File: config.mk
export PLATFORM = sky130hd
export DESIGN_NAME = async_fifo_wptr_ctrl
export DESIGN_NICKNAME = d
export VERILOG_FILES = /design/src/rtl/async_fifo_wptr_ctrl.sv
export SDC_FILE = /design/constraint.sdc
export NUM_CORES = 1
export LEC_CHECK = 0
export CAP_MARGIN = 10
export CORE_MARGIN = 4
export CORE_UTILIZATION = 30
export DETAILED_ROUTE_END_ITERATION = 6
export GPL_TIMING_DRIVEN = 0
export PLACE_DENSITY = 0.55
export RECOVER_POWER = 100
export SYNTH_ARGS = -nofsm -noshare
export SYNTH_HDL_FRONTEND = slang
export SYNTH_SLANG_ARGS = --single-unit
File: constraint.sdc
create_clock -name clk -period 3.7 [get_ports clk]
set_clock_uncertainty 0.2 [all_clocks]
set_input_delay 0.74 -clock clk [delete_from_list [all_inputs] [get_ports clk]]
set_output_delay 0.74 -clock clk [all_outputs]
set_load 0.05 [all_outputs]
File: src/rtl/async_fifo_wptr_ctrl.sv
// Write-domain pointer/status controller for the dual-clock FIFO.
// Owns the binary/Gray write pointers, synchronises the read Gray pointer and derives full/level flags.
module async_fifo_wptr_ctrl #(
    parameter int ADDR_W       = 4,
    parameter int SYNC_STAGES  = 2,
    parameter int AFULL_THRESH = 12
) (
    input  logic              clk,
    input  logic              rst,
    input  logic              winc,
    input  logic [ADDR_W:0]   rptr_gray,
    input  logic              wovf_clr,
    output logic [ADDR_W-1:0] waddr,
    output logic              wen,
    output logic [ADDR_W:0]   wptr_gray,
    output logic              wfull,
    output logic              walmost_full,
    output logic [ADDR_W:0]   wlevel,
    output logic              woverflow
);

    localparam logic [ADDR_W:0] AFULL_LVL = (ADDR_W + 1)'(AFULL_THRESH);

    logic [ADDR_W:0] sync_q [SYNC_STAGES];
    logic [ADDR_W:0] rq_gray;
    logic [ADDR_W:0] rbin_sync;
    logic [ADDR_W:0] wbin;
    logic [ADDR_W:0] wbin_next;
    logic [ADDR_W:0] wgray_next;
    logic [ADDR_W:0] lvl_next;
    logic            full_next;

    // NOTE: the synchroniser is a plain flop chain with async reset on every stage;
    // no logic may sit between stages or metastability can propagate.
    always_ff @(posedge clk or posedge rst) begin
        if (rst) begin
            for (int i = 0; i < SYNC_STAGES; i++) sync_q[i] <= '0;
        end else begin
            sync_q[0] <= rptr_gray;
            for (int i = 1; i < SYNC_STAGES; i++) sync_q[i] <= sync_q[i-1];
        end
    end

    assign rq_gray = sync_q[SYNC_STAGES-1];

    // NOTE: every bit is assigned on every pass, so this block cannot infer a latch.
    always_comb begin
        for (int i = 0; i <= ADDR_W; i++) rbin_sync[i] = ^(rq_gray >> i);
    end

    assign wen        = winc & ~wfull;
    assign wbin_next  = wbin + {{ADDR_W{1'b0}}, wen};
    assign wgray_next = (wbin_next >> 1) ^ wbin_next;
    // Full when the write pointer is exactly one lap ahead: top two Gray bits differ, rest equal.
    assign full_next  = (wgray_next == {~rq_gray[ADDR_W:ADDR_W-1], rq_gray[ADDR_W-2:0]});
    assign lvl_next   = wbin_next - rbin_sync;

    // NOTE: state registers use non-blocking assignments so all flops update from pre-edge values.
    always_ff @(posedge clk or posedge rst) begin
        if (rst) begin
            wbin         <= '0;
            wptr_gray    <= '0;
            wfull        <= 1'b0;
            walmost_full <= 1'b0;
            wlevel       <= '0;
            woverflow    <= 1'b0;
        end else begin
            wbin         <= wbin_next;
            wptr_gray    <= wgray_next;
            wfull        <= full_next;
            walmost_full <= (lvl_next >= AFULL_LVL);
            wlevel       <= lvl_next;
            // A rejected write outranks a simultaneous clear.
            if (winc && wfull) woverflow <= 1'b1;
            else if (wovf_clr) woverflow <= 1'b0;
        end
    end

    assign waddr = wbin[ADDR_W-1:0];

endmodule

==> impl_results.md, run 1 <==
- Outcome: finished clean
- Worst Path Arrival: 3.31 ns
- Mean post-synth cell area: 13.3 um2
- Hold-critical path endpoint: rq_gray[0]
- Number of buffers added to fix hold violations after cts: 0
- Share of final-layout standard cells stronger than drive strength 1: 0.0678
- Final hold slack: 0.152 ns
- Routed length per placed instance: 11.8 um
- Final Wtd Congestion: 0.753
- Std cell rows: 22
- Clock latency on the worst-skew pair: 0.26 ns
- Detailed Routing Iterations Pass 1: 4
- Worst slew margin: 0.353
- Synth warnings: 0
- Setup Viol. Count Final: 0
- Final Max Tran Viols: 0
- Pin count of the biggest net entering global routing: 28
- Setup crit end kind: register
- Final TNS setup: 0 ns
- Wire length of the first global-routing pass: 3.46 mm
- Number of levels in the clock H-tree: 1
- Die Footprint: 4970 um2
- Final ANT Viol Nets: 0
- Synthesized instance count: 88
- Overall routed net length: 1.97 mm
- Most frequent standard cell in the layout excluding fill and tap cells: sky130_fd_sc_hd__dfrtp_1
- Placed wire-length estimate: 1.55 mm
- Mean number of vias per cell: 4.26
- Crit Reg-Reg Startpoint: rq_gray[4]
- Die height: 70.5 um
- Most used DFF post-synth: sky130_fd_sc_hd__dfrtp_1
- Max Cap Viol: 0
- TritonCTS buffer count: 3
- Fin. Hold Viols: 0
- Flop2flop setup slack: 0.85 ns
- Worst slack after detailed placement: 0.107 ns
- Syn_nets: 103
- CTS tree: built
- Final period util: 0.892
- Hold Path Depth: 0
- Number of enable flip-flop cells after synthesis: 0
- Clock root buffer master: sky130_fd_sc_hd__clkbuf_8
- Layout overhead on the synthesized area: 31.2%
- Final layout net count: 134
- Placeable core region: 3720 um2
- Post-layout util: 0.413
- Total routing resource utilization after global routing: 0.0877
- Number of input and output port buffers inserted: 26
- Slew at the pin with the worst max-slew slack: 0.969 ns
- Post-CTS setup buffer count: 0
- Cell Area, Synth: 1170 um2
- Overflow after GRT: 0
- Via count: 707
- Data required time of the worst path: 3.71 ns
- Number of cell instances on the worst register-to-register path: 10
- DRC violation total after the first TritonRoute iteration: 14
- Final critical-path required period: 3.30 ns
- Clock tree buffer depth: 2
- Number of antenna violations at the first check in global routing: 0
- Clock-pin slew on the worst setup and hold paths: 0.09 ns
- Commonest cells after routing, fill and taps aside: 27 x sky130_fd_sc_hd__dfrtp_1, 24 x sky130_fd_sc_hd__dlygate4sd3_1, 13 x sky130_fd_sc_hd__xnor2_1
- Post-synthesis async set-or-reset flop share: 1.00
- Sinks on the clock net: 27
- Initial core utilization: 0.315
- Max frequency: 0.303 GHz
- Critical setup path kind: primary input to register
- I/O pin count: 27
- Hold wc startpoint: sync_q[5]
- Worst Setup Start Kind: primary input
- Antenna cell count: 0
- Maximum fanout along the worst path: 9
- Capture instance of the worst register-to-register path: walmost_full
- Unrepaired setup endpoints after global routing: no
- Number of design rule violations left after detail routing: 0
- Worst Slack Setup Final: 0.398 ns
- Worst hold-check path type: register to register
- Unique masters post-synth: 26
- Register bit count reported by yosys: 27
- Post-CTS sizing: 0
- Number of global-route vias before repair: 765
- Die outline width: 70.5 um
- Part of the Yosys area used for sequential elements: 0.577
==> cells in the mapped netlist (2+ instances only) <==
cell                       n  area [um2]
sky130_fd_sc_hd__dfrtp_1  27         676
sky130_fd_sc_hd__xnor2_1  13         114
sky130_fd_sc_hd__inv_1     8        30.0
sky130_fd_sc_hd__xor2_1    7        61.3
sky130_fd_sc_hd__ha_1      6        75.1
sky130_fd_sc_hd__a21oi_1   3        15.0
sky130_fd_sc_hd__nand3_1   3        15.0
sky130_fd_sc_hd__o21ai_0   2        10.0
sky130_fd_sc_hd__xnor2_2   2        32.5
==> stage by stage <==
step | cell area, um2 | instances
2_1_floorplan | 1170 | 88
5_1_grt | 1540 | 166
3_3_place_gp | 1490 | 162
6_report | 1540 | 166
4_1_cts | 1540 | 166
3_5_place_dp | 1490 | 162
==> per-layer routing <==
layer	track usage	up-vias	part of all wire
li1	-	351	-
met1	0.0989	335	0.44
met2	0.158	19	0.50
met3	0.0345	2	0.054
met4	0.0128	0	0.0066
met5	0	-	0
==> worst max-delay path, stage by stage <==
cell                              delay [ns]
sky130_fd_sc_hd__clkdlybuf4s50_1        0.41
sky130_fd_sc_hd__nor2b_1                0.15
sky130_fd_sc_hd__ha_1                   0.21
sky130_fd_sc_hd__ha_1                   0.30
sky130_fd_sc_hd__clkbuf_1               0.35
sky130_fd_sc_hd__xnor2_1                0.15
sky130_fd_sc_hd__ha_1                   0.26
sky130_fd_sc_hd__or4b_1                 0.51
sky130_fd_sc_hd__o311ai_1               0.10
sky130_fd_sc_hd__a21o_1                 0.15
==> cell type report <==
cell class	instances	area, um2
clock buffers	4	45.0
inverters	9	33.8
plain buffers	1	3.75
flip-flops and latches	27	676
repair buffers	26	260
fillers	364	2180
well taps	48	60.1
multi-input cells	51	458
==> worst max-delay path by stage <==
stage / start / endpoint / slack [ns]
final: winc / walmost_full / 0.40
after global routing: winc / walmost_full / 0.19
after CTS: winc / walmost_full / 0.38
after detailed placement: winc / walmost_full / 0.11
after global placement: winc / walmost_full / 0.12
after floorplan: winc / walmost_full / 0.09
==> registers in the layout, summed over array words and instances (netlist names) <==
| name | cells |
|---|---|
| rq_gray | 5 |
| sync_q | 5 |
| walmost_full | 1 |
| wbin | 5 |
| wfull | 1 |
| wlevel | 5 |
| woverflow | 1 |
| wptr_gray | 4 |
==> cells by family (layout without fill, tap and decap cells) <==
group / after synthesis / in the layout / synth area share
flip-flops: 27 / 27 / 0.577
XOR/XNOR: 23 / 23 / 0.201
AO/OA/AOI/OAI: 12 / 12 / 0.0695
buffers and inverters: 10 / 40 / 0.0320
AND/OR/NAND/NOR: 9 / 9 / 0.0470
adder cells (fa/ha/maj): 7 / 7 / 0.0737
Power of run 1 is left out: the tool's default activity adds up to more than one toggle a clock period on the data nets, which glitch-free logic cannot reach.
==> run 2, diff against run 1 <==
- CORE_UTILIZATION: 30 -> 48
- PLACE_DENSITY: 0.55 -> 0.8
==> run 2 against run 1 <==
  * Worst hold slack gained 0.014 ns
  * Global-route usage up 4.4 points
  * Register-to-register slack got worse by 0.06 ns
  * Largest cell class unchanged
  * Highest routed layer unchanged
==> impl_results.md, run 2 (synthesis results as in run 1) <==
- Outcome: finished clean
- Met1 routed wirelength after detailed routing: 755 um
- Buf/Inv on CP: 2
- Final critical-path required period: 3.45 ns
- Die height: 57.4 um
- Placed wire-length estimate: 1.49 mm
- Critical setup path kind: primary input to register
- Antenna cell count: 0
- Flop2flop setup slack: 0.79 ns
- Number of global-route vias before repair: 772
- Worst Setup Start Kind: primary input
- Unrepaired setup endpoints after global routing: no
- Hold-critical path endpoint: rq_gray[2]
- Fin. Hold Viols: 0
- Capture instance of the worst register-to-register path: walmost_full
- Setup Viol. Count Final: 0
- Mean number of vias per cell: 4.94
- Critical Path Max Stage Delay: 0.48 ns
- Met3 Routed Length: 151 um
- Most frequent standard cell in the layout excluding fill and tap cells: sky130_fd_sc_hd__dfrtp_1
- TritonCTS buffer count: 3
- Slew at the pin with the worst max-slew slack: 0.941 ns
- Std cell rows: 17
- Final Wtd Congestion: 0.806
- Hold Path Depth: 0
- Hold wc startpoint: sync_q[7]
- Clock tree buffer depth: 2
- Max frequency: 0.289 GHz
- Final ANT Viol Nets: 0
- Via count: 721
- Die Footprint: 3290 um2
- Overflow after GRT: 0
- Overall routed net length: 1.91 mm
- CTS tree: built
- Final layout net count: 134
- Setup crit end kind: register
- Post-layout util: 0.653
- Commonest cells after routing, fill and taps aside: 27 x sky130_fd_sc_hd__dfrtp_1, 24 x sky130_fd_sc_hd__dlygate4sd3_1, 14 x sky130_fd_sc_hd__xnor2_1
- Die outline width: 57.4 um
- Met2 Routed Length: 971 um
- Initial core utilization: 0.515
- Final period util: 0.934
- Share of final-layout standard cells stronger than drive strength 1: 0.0593
- Clock latency on the worst-skew pair: 0.32 ns
- Worst hold-check path type: register to register
- Detailed Routing Iterations Pass 1: 3
- Layout overhead on the synthesized area: 26.8%
- Number of levels in the clock H-tree: 1
- Number of input and output port buffers inserted: 26
- Ordered list of cells on the worst path: clkdlybuf4s50_1 > nor2b_1 > ha_1 > ha_1 > xnor2_1 > inv_1 > ha_1 > or4b_1 > o311ai_1 > a21o_1
- Final TNS setup: 0 ns
- Max Cap Viol: 0
- Post-CTS setup buffer count: 0
- Pin count of the biggest net entering global routing: 28
- Maximum fanout along the worst path: 8
- Number of cell instances on the worst register-to-register path: 9
- Number of design rule violations left after detail routing: 0
- Clock-pin slew on the worst setup and hold paths: 0.13 ns
- Delay-heaviest family, CP: adder cells
- Final Max Tran Viols: 0
- Wire length of the first global-routing pass: 3.37 mm
- Highest routed layer: met4
- Routed length per placed instance: 13.1 um
- Slowest stage cell, crit path: sky130_fd_sc_hd__xnor2_1
- Crit Reg-Reg Startpoint: wfull
- Clock root buffer master: sky130_fd_sc_hd__clkbuf_4
- Total routing resource utilization after global routing: 0.132
- Number of buffers added to fix hold violations after cts: 0
- Worst Path Arrival: 3.52 ns
- Placeable core region: 2280 um2
- I/O pin count: 27
- Worst slew margin: 0.372
- Cell with the most instances on the worst path: sky130_fd_sc_hd__ha_1
- Sinks on the clock net: 27
- Number of antenna violations at the first check in global routing: 0
- DRC violation total after the first TritonRoute iteration: 5
- Post-CTS sizing: 0
- Data required time of the worst path: 3.77 ns
-- run 2: cell counts in the layout (fill, tap and decap cells not counted) --
No cell type changed its count.
-- run 2: metrics by stage --
stage               cells  setup WS (ns)  hold WS [ns]  cell area (um2)
finish                146          0.245         0.166             1490
global route          146          0.106         0.171             1490
CTS                   146          0.429         0.166             1490
detailed placement    142          0.106         0.136             1470
global placement      142          0.167         0.133             1470
floorplan              88         0.0923         0.131             1170
-- run 2: worst max path at each step --
stage / startpoint / to / slack, ns / cells past startpoint
2_1_floorplan: winc / walmost_full / 0.09 / 9
3_3_place_gp: winc / walmost_full / 0.17 / 10
3_5_place_dp: winc / walmost_full / 0.11 / 11
4_1_cts: winc / walmost_full / 0.43 / 10
5_1_grt: winc / walmost_full / 0.11 / 11
6_report: winc / walmost_full / 0.25 / 10
-- run 2: layout make-up --
class | instances | area (um2)
fill | 184 | 791
sequential | 27 | 676
multi-input combinational | 51 | 450
timing repair buffer | 26 | 260
tap | 28 | 35.0
inverter | 9 | 33.8
clock buffer | 4 | 26.3
buffer | 1 | 3.75
-- run 2: metal layers --
| metal | vias up | global-route usage |
|---|---|---|
| met5 | - | 0 |
| met4 | 0 | 0.0828 |
| met3 | 5 | 0.0294 |
| met2 | 25 | 0.223 |
| met1 | 339 | 0.150 |
| li1 | 352 | - |
Power of run 2 is left out for the same reason.
==> run 3, diff against run 2 <==
- CORE_UTILIZATION: 48 -> 52
- PLACE_DENSITY: 0.8 -> 0.86
- SKIP_CTS_REPAIR_TIMING: not set -> 1
- clock period: 3.7 -> 4.1 ns (I/O delays scaled with it)
==> run 3 against run 2 <==
  * Die area down 6.6%
  * Count of clock-buffer cells in the layout down 1
  * Critical path depth unchanged
  * Register-to-register slack better by 0.39 ns
  * Wire length down 1.4%
==> impl_results.md, run 3 (synthesis results as in run 1) <==
- Final period util: 0.896
- Die height: 55.5 um
- Detailed Routing Iterations Pass 1: 4
- Clock latency on the worst-skew pair: 0.32 ns
- Routed length per placed instance: 13.0 um
- Commonest cells after routing, fill and taps aside: 27 x sky130_fd_sc_hd__dfrtp_1, 25 x sky130_fd_sc_hd__dlygate4sd3_1, 14 x sky130_fd_sc_hd__xnor2_1
- Final critical-path required period: 3.68 ns
- DRC violation total after the first TritonRoute iteration: 4
- Final ANT Viol Nets: 0
- Number of input and output port buffers inserted: 26
- Post-Layout Inst Area: 1490 um2
- Clock tree buffer depth: 2
- Clock root buffer master: sky130_fd_sc_hd__clkbuf_4
- Worst Path Arrival: 3.74 ns
- Initial core utilization: 0.574
- Data required time of the worst path: 4.16 ns
- Final TNS setup: 0 ns
- Via count: 735
- Max frequency: 0.272 GHz
- Placed wire-length estimate: 1.52 mm
- Final Max Tran Viols: 0
- Fin. Hold Viols: 0
- Clock-pin slew on the worst setup and hold paths: 0.13 ns
- Total routing resource utilization after global routing: 0.140
- Mean number of vias per cell: 5.07
- Sinks on the clock net: 27
- Share of final-layout standard cells stronger than drive strength 1: 0.0678
- Setup crit end kind: register
- Overflow after GRT: 0
- Number of levels in the clock H-tree: 1
- Final layout net count: 134
- Worst hold-check path type: register to register
- I/O pin count: 27
- Number of global-route vias before repair: 796
- Max Cap Viol: 0
- Worst Setup Start Kind: primary input
- Slew at the pin with the worst max-slew slack: 0.962 ns
- Number of design rule violations left after detail routing: 0
- Critical setup path kind: primary input to register
- TritonCTS buffer count: 3
- Layout overhead on the synthesized area: 26.8%
- Placeable core region: 2040 um2
- Outcome: finished clean
- Most frequent standard cell in the layout excluding fill and tap cells: sky130_fd_sc_hd__dfrtp_1
- Number of antenna violations at the first check in global routing: 0
- Worst slew margin: 0.358
- Pin count of the biggest net entering global routing: 28
- Wire length of the first global-routing pass: 3.45 mm
- Die outline width: 55.5 um
- Setup Viol. Count Final: 0
- Unrepaired setup endpoints after global routing: no
- Post-layout util: 0.727
- Die Footprint: 3080 um2
- Flop2flop setup slack: 1.18 ns
- Antenna cell count: 0
- Area after detailed placement: 1470 um2
- Final Wtd Congestion: 0.809
- Std cell rows: 16
- Maximum fanout along the worst path: 8
- CTS tree: built
- Overall routed net length: 1.88 mm
## run 3: worst max-delay path, cell delays in order
cell and delay (ns):
sky130_fd_sc_hd__dlygate4sd3_1 0.55, sky130_fd_sc_hd__nor2b_1 0.16, sky130_fd_sc_hd__ha_1 0.21, sky130_fd_sc_hd__ha_1 0.21, sky130_fd_sc_hd__xnor2_1 0.46, sky130_fd_sc_hd__inv_1 0.14, sky130_fd_sc_hd__ha_1 0.45, sky130_fd_sc_hd__or4b_1 0.46
sky130_fd_sc_hd__o311ai_0 0.11, sky130_fd_sc_hd__a21o_1 0.16
## run 3: metrics by stage
step                      setup WS (ns)  hold slack, ns  instances
final                             0.425           0.166        145
after global placement            0.483           0.132        141
after floorplan                   0.412           0.131         88
after CTS                         0.742           0.171        145
after global routing              0.325           0.176        145
after detailed placement          0.409           0.137        141
## run 3: final cells by class
| class | count | area [um2] |
|---|---|---|
| buffer | 1 | 3.75 |
| tap | 27 | 33.8 |
| timing repair buffer | 26 | 260 |
| fill | 160 | 557 |
| multi-input combinational | 51 | 450 |
| clock inverter | 1 | 5.00 |
| clock buffer | 3 | 22.5 |
| sequential | 27 | 676 |
| inverter | 9 | 33.8 |
## run 3: layer usage
metal	vias up	track usage	wire (um)
met5	-	0	0
met4	0	0.0590	19
met3	4	0.0443	136
met2	25	0.253	955
met1	350	0.148	773
li1	356	-	-
## run 3: final timing paths
kind	startpoint	to	cells after the start
max	winc	walmost_full	10
min	sync_q[7]	rq_gray[2]	0
max reg2reg	wfull	walmost_full	9
min reg2reg	sync_q[7]	rq_gray[2]	0
max in group asynchronous	rst	wlevel[1]	2
min in group asynchronous	rst	rq_gray[2]	2
Power of run 3 is left out for the same reason.
